$ cat config.mk
export PLATFORM = sky130hd
export DESIGN_NAME = ai_card_feeder
export DESIGN_NICKNAME = d
export VERILOG_FILES = /design/src/rtl/ai_card_feeder.sv
export SDC_FILE = /design/constraint.sdc
export NUM_CORES = 1
export LEC_CHECK = 0
export CAP_MARGIN = 10
export CORE_ASPECT_RATIO = 0.6
export CORE_MARGIN = 10
export CORE_UTILIZATION = 40
export DETAILED_ROUTE_END_ITERATION = 8
export PLACE_DENSITY_LB_ADDON = 0.12
export REMOVE_ABC_BUFFERS = 1
export SETUP_SLACK_MARGIN = 0.05
export SLEW_MARGIN = 5
export SYNTH_ARGS = -nofsm -noshare
export SYNTH_HDL_FRONTEND = slang
export SYNTH_SLANG_ARGS = --single-unit
$ cat constraint.sdc
create_clock -name clk -period 1.7 [get_ports clk]
set_input_delay 0.17 -clock clk [delete_from_list [all_inputs] [get_ports clk]]
set_output_delay 0.17 -clock clk [all_outputs]
set_load 0.005 [all_outputs]
$ cat src/rtl/ai_card_feeder.sv
// rtl/ai_card_feeder.sv - paced card feeder reading feature cards from a synchronous RAM
//
// Reads CARD_CNT cards from RAM addresses 0..CARD_CNT-1 on each start. Each card
// goes out as a one-cycle card_out_rdy strobe with its data on card_out.
// Consecutive strobes are at least 3 + GAP cycles apart. While pause is high,
// the next fetch is held off, but a card that has already been fetched is
// always emitted.
//
// Ports:
//   clk           system clock, rising edge
//   rst           asynchronous active-high reset; abandons any run in progress
//   start         run request, sampled only while idle
//   pause         consumer hold-off; delays the next fetch while high
//   mem_addr      RAM read address (the index register, combinational)
//   mem_data      RAM read data, valid the cycle after mem_addr is presented
//   card_out      card value, zero except while card_out_rdy is high
//   card_out_rdy  one-cycle strobe qualifying card_out
//   busy          high whenever a run is in progress
//   done          one-cycle pulse after the last card of a run

module ai_card_feeder #(
    parameter int ADDR_W   = 6,
    parameter int CARD_CNT = 40,
    parameter int GAP      = 0
) (
    input  logic              clk,
    input  logic              rst,
    input  logic              start,
    input  logic              pause,
    output logic [ADDR_W-1:0] mem_addr,
    input  logic [7:0]        mem_data,
    output logic [7:0]        card_out,
    output logic              card_out_rdy,
    output logic              busy,
    output logic              done
);

    localparam logic [ADDR_W-1:0] LAST_IDX = ADDR_W'(CARD_CNT - 1);
    localparam logic [3:0]        GAP_LEN  = 4'(GAP);

    typedef enum logic [2:0] {
        S_IDLE  = 3'd0,
        S_FETCH = 3'd1,
        S_LOAD  = 3'd2,
        S_EMIT  = 3'd3,
        S_GAP   = 3'd4,
        S_DONE  = 3'd5
    } state_t;

    state_t            state;
    state_t            next_state;
    logic [ADDR_W-1:0] idx;
    logic [ADDR_W-1:0] next_idx;
    logic [3:0]        gap_cnt;
    logic [3:0]        next_gap_cnt;

    assign mem_addr = idx;

    always_ff @(posedge clk or posedge rst) begin
        if (rst) begin
            state        <= S_IDLE;
            idx          <= '0;
            gap_cnt      <= '0;
            card_out     <= 8'h00;
            card_out_rdy <= 1'b0;
            busy         <= 1'b0;
            done         <= 1'b0;
        end else begin
            state        <= next_state;
            idx          <= next_idx;
            gap_cnt      <= next_gap_cnt;
            // RAM data is only looked at in LOAD, so card_out is zero on every
            // cycle that does not carry a strobe.
            card_out     <= (state == S_LOAD) ? mem_data : 8'h00;
            card_out_rdy <= (state == S_LOAD);
            busy         <= (next_state != S_IDLE);
            done         <= (next_state == S_DONE);
        end
    end

    always_comb begin
        next_state   = state;
        next_idx     = idx;
        next_gap_cnt = gap_cnt;

        case (state)
            S_IDLE: begin
                if (start) begin
                    next_state = S_FETCH;
                    next_idx   = '0;
                end
            end

            S_FETCH: begin
                next_state = S_LOAD;
            end

            S_LOAD: begin
                next_state = S_EMIT;
            end

            S_EMIT: begin
                if (idx == LAST_IDX) begin
                    next_state = S_DONE;
                end else if (GAP_LEN != 4'd0) begin
                    next_state   = S_GAP;
                    next_gap_cnt = GAP_LEN;
                end else if (pause) begin
                    next_state   = S_GAP;
                    next_gap_cnt = 4'd0;
                end else begin
                    next_state = S_FETCH;
                    next_idx   = idx + ADDR_W'(1);
                end
            end

            S_GAP: begin
                // Leave on the cycle the counter would reach zero, so that
                // exactly GAP idle cycles are spent here when pause is low. A
                // count already at zero (pause entry) just waits for pause to
                // drop.
                if (gap_cnt > 4'd1) begin
                    next_gap_cnt = gap_cnt - 4'd1;
                end else begin
                    next_gap_cnt = 4'd0;
                    if (!pause) begin
                        next_state = S_FETCH;
                        next_idx   = idx + ADDR_W'(1);
                    end
                end
            end

            S_DONE: begin
                next_state = S_IDLE;
            end

            default: begin
                next_state = S_IDLE;
            end
        endcase
    end

endmodule

==> results summary <==
The cell-internal power is 1.48 mW. The cell sitting at the root of the clock tree is a clkbuf_8. The post-placement worst setup slack came out at about 0.055 ns. The share of the clock period used by the worst path after layout is 0.968. The kind of cell with the highest combined delay along the critical path is simple AND/OR/NAND/NOR gates. The total number of placement rows is 15.

The xor-xnor portion of the synthesized cell area is 0.00753. The horizontal extent of the die came out at approximately 90 um. The worst setup path is launched from a flip-flop.

In this run the static leakage power is around 0.73 nW. In this run the tightest slew margin relative to its limit is 0.722. The logic gate share of total power is 0.463. The register-to-register setup slack came out at roughly 0.054 ns.

After synthesis, the largest family of logic cells by area is simple AND/OR/NAND/NOR gates. The actual transition at the worst max-transition pin came out at 0.415 ns. The post-route DRC violation count came out at 0. Of the total synthesized cell area, the portion taken by AND, OR, NAND and NOR gates is 0.234.

Among all stages on the critical path, the largest delay is contributed by dfrtp_2. Measured in cells, the most critical reg-to-reg path has a length of 4. The data arrival at the endpoint of the critical path is roughly 1.8 ns. The flow ran to the end, and the final reports show no timing, DRC or antenna violations.

The first global-routing pass estimated ~4400 um of wire. The signal on the critical path passes through or2_4 > or3b_4 > a32oi_1 > o22ai_1. The synthesized netlist contains 38 unique library cells. The critical path is of the flip-flop to flip-flop type. In this run the critical register-to-register path is launched from state[1].

The total routed wirelength came out at 2870 um. The wire length on met3 is approximately 200 um. The highest layer touched by signal routing is met4.

The count of final hold-check violations is 0. Setup repair after global routing could not meet its margin everywhere. During placement, the flow inserted port buffers numbering 28. For the final database, setup skew stands at around 0.0095 ns.

The cell count after placement came out at 181. Setup violations remaining at the end of the flow were counted as 0. The largest fanout on the critical path came out at 6. The number of antenna diodes in the final layout is 0. Derived from the worst setup path, the maximum achievable clock frequency is ~610 MHz. The layout filler cell count came out at roughly 240. The switching share of power came out at 0.327. The capturing instance or port of the critical path is mem_addr[2]. The die area is 0.00553 sq mm.

The number of max-cap violations is 0. The post-synthesis mux area share is 0.0344. The critical path runs through a total of 4 cells. STA puts the critical path data required time at about 1.9 ns. Of all flip-flops after synthesis, the portion carrying an async set or reset was 1.00.

The post-detailed-route via-to-cell ratio is between 4 and 5. Of the total power, the clock network draws 0.149. The overall fraction of global-route tracks in use came out at 0.104.

The core area is between 0.002 and 0.003 sq mm. The number of buffers inserted during clock tree synthesis came out at 3. The power after layout is around 2.2 mW. The proportion of layout cells with a drive suffix above 1 is 0.220. Summing over every cut layer, the via total after detailed routing is 922. The area growth from synthesis to layout is 44.1%. The sum of routed wire segments on met1 is ~1200 um. The smallest clock period supported by the final layout is computed as 1.65 ns. The most critical setup path has its startpoint at state[1]. Dividing the detail-routed wire length by the instance count gives ~15 um. In the detailed route, the total length drawn on met2 is ~1400 um. In this run the critical register-to-register path is captured at mem_addr[2]. The final weighted congestion in routability-driven placement came out at 0.804.

With fillers left out, the area of the finished cells amounts to about 0.0017 sq mm. The adder-cell share of the synthesized area came out at 0.0323. The sequential fraction of the synthesis area is 0.517. The number of DRC violations after detailed-routing iteration 0 is between 70 and 80. The effective utilization at floorplan came out at 0.410. The number of iterations in the first detailed-routing pass came out at 4. The net switching power came out at ~0.7 mW.

The smallest setup slack after layout came out at about 0.054 ns. In this run, synthesis inferred 0 flip-flops with an integrated enable. The number of buffers inserted for hold repair after clock tree synthesis came out at 0. The worst hold path class is input port to asynchronous set/reset pin.

The worst-case clock buffer depth came out at 2. Once placement finished, the instance area stood at between 0.0015 and 0.002 sq mm. After global routing the overflow that remains totals 0. The HPWL after detailed placement is roughly 2100 um. For this design the ratio of total power to cell area is 1310 mW/mm^2.

The total number of clock tree sinks came out at 24. TritonCTS built the clock tree. The detail route stage leaves a number of antenna-violating nets equal to 0. The number of pins with negative max-slew slack in the final report is 0. The area of the mapped netlist came out at 0.00116 sq mm.

The worst vdd rail ir drop came out at approximately 640 uV. The mean post-synth cell area came out at 11.0 sq um. The sequential cells in the finished layout cover a total of roughly 600 sq um. The number of nets in the layout is 167. The number of antenna violations at the first check in global routing is 0. The number of buffer and inverter instances along the worst setup path is 0. The post-synthesis compound-gate area fraction is 0.129. The relative contribution of sequential cells to total power came out at 0.388. Synthesis produced a netlist whose cell count is about 110. The synthesized design contains 24 register bits. For this run, the leading register cell type out of synthesis is dfrtp_1. The count of H-tree levels built during CTS came out at 1. The area of the multi-input gates is between 500 and 600 sq um. The Yosys step of the flow raised 0 warnings. For the worst-skew pair, the clock arrives at the later sink with an insertion delay of roughly 0.26 ns.

Entering global routing, the biggest net connects 25 pins. STA classifies the critical path endpoint as a flip-flop. The number of global-route vias before repair is just under 900.

The y dimension of the die came out at ~62 um. The final cell count without fillers came out at 192. In this run the count of I/O pins placed on the die edge is 29. The post-CTS clock slew at the launch and capture registers of the worst setup and hold paths came out at ~0.08 ns.

The maximum cell stage delay along the critical path came out at approximately 0.45 ns.
## what timing repair did
action                                  in CTS  in global routing
endpoints found under the setup margin       0                 10
setup buffers                                0                  8
resized for setup                            0                 10
## worst min-delay path by stage
stage                            end  depth (start not counted)
after global placement    gap_cnt[1]                          2
after CTS                       done                          3
final                           done                          3
after global routing            done                          3
after floorplan                 busy                          1
after detailed placement  gap_cnt[1]                          2
## synthesized netlist by cell type (2+ instances only)
cell	n	area (sq um)
a21oi_1	5	25.0
and2_1	9	56.3
and4b_1	2	20.0
buf_6	2	22.5
dfrtp_1	24	601
ha_1	3	37.5
inv_1	7	26.3
mux2i_1	4	40.0
nand2_1	10	37.5
nand3_1	3	15.0
nand4b_1	2	17.5
nor2_1	3	11.3
nor3_1	2	10.0
o211ai_1	3	22.5
o21ai_0	3	15.0
or2_2	2	12.5
## cells by family (layout without fill, tap and decap cells)
kind of cell,Yosys count,count (layout)
fa+ha+maj,3,3
compound gates,21,21
buf+inv,10,54
mux,4,4
xor+xnor,1,1
simple gates,43,43
flops,24,24
## tightest hold or removal path, cell delays in order
cell	delay, ns
clkdlybuf4s50_1	0.41
inv_1	0.05
buf_4	0.29
## layout by cell type (no fill, tap or decap), drive strengths merged, types with 2 or more instances in the layout
cell	count
nand2	10
o21ai	3
inv	7
o211ai	3
nand3	3
nand4b	2
nor3b	2
ha	3
or2	3
and4b	2
dfrtp	24
mux2i	4
buf	16
nor2	3
clkdlybuf4s50	28
a21oi	5
clkbuf	3
nor3	2
and2	9
## area by class of cell
cell class	count	area share
sequential	24	0.359
multi-input combinational	72	0.328
timing repair buffer	44	0.241
tap	42	0.0314
clock buffer	3	0.0246
inverter	7	0.0157
## metrics by stage
stage                util  hold slack, ns  TNS, ns
floorplan               -           0.185        0
CTS                 0.554           0.275        0
detailed placement  0.539           0.533        0
finish              0.591           0.260        0
global route        0.591           0.282  -0.0786
global placement    0.539           0.513        0
## routing by layer
metal  vias to the layer above  GRT usage
met5                         -          0
met3                         2     0.0443
met2                        22      0.157
met4                         0     0.0203
li1                        458          -
met1                       440      0.136
## power by group through the flow
stage	registers [mW]	clock network, mW	logic, mW
after detailed placement	0.855	0	0.909
final	0.852	0.327	1.02
after CTS	0.844	0.340	0.918
after floorplan	0.877	0	0.444
after global placement	0.850	0	0.900
after global routing	0.877	0.359	1.12
## state kept, by name (all words and copies together) (netlist names)
name	cells
busy	1
card_out	8
card_out_rdy	1
done	1
gap_cnt	4
mem_addr	6
state	3
Note: power is estimated with default switching activity, not from simulation.
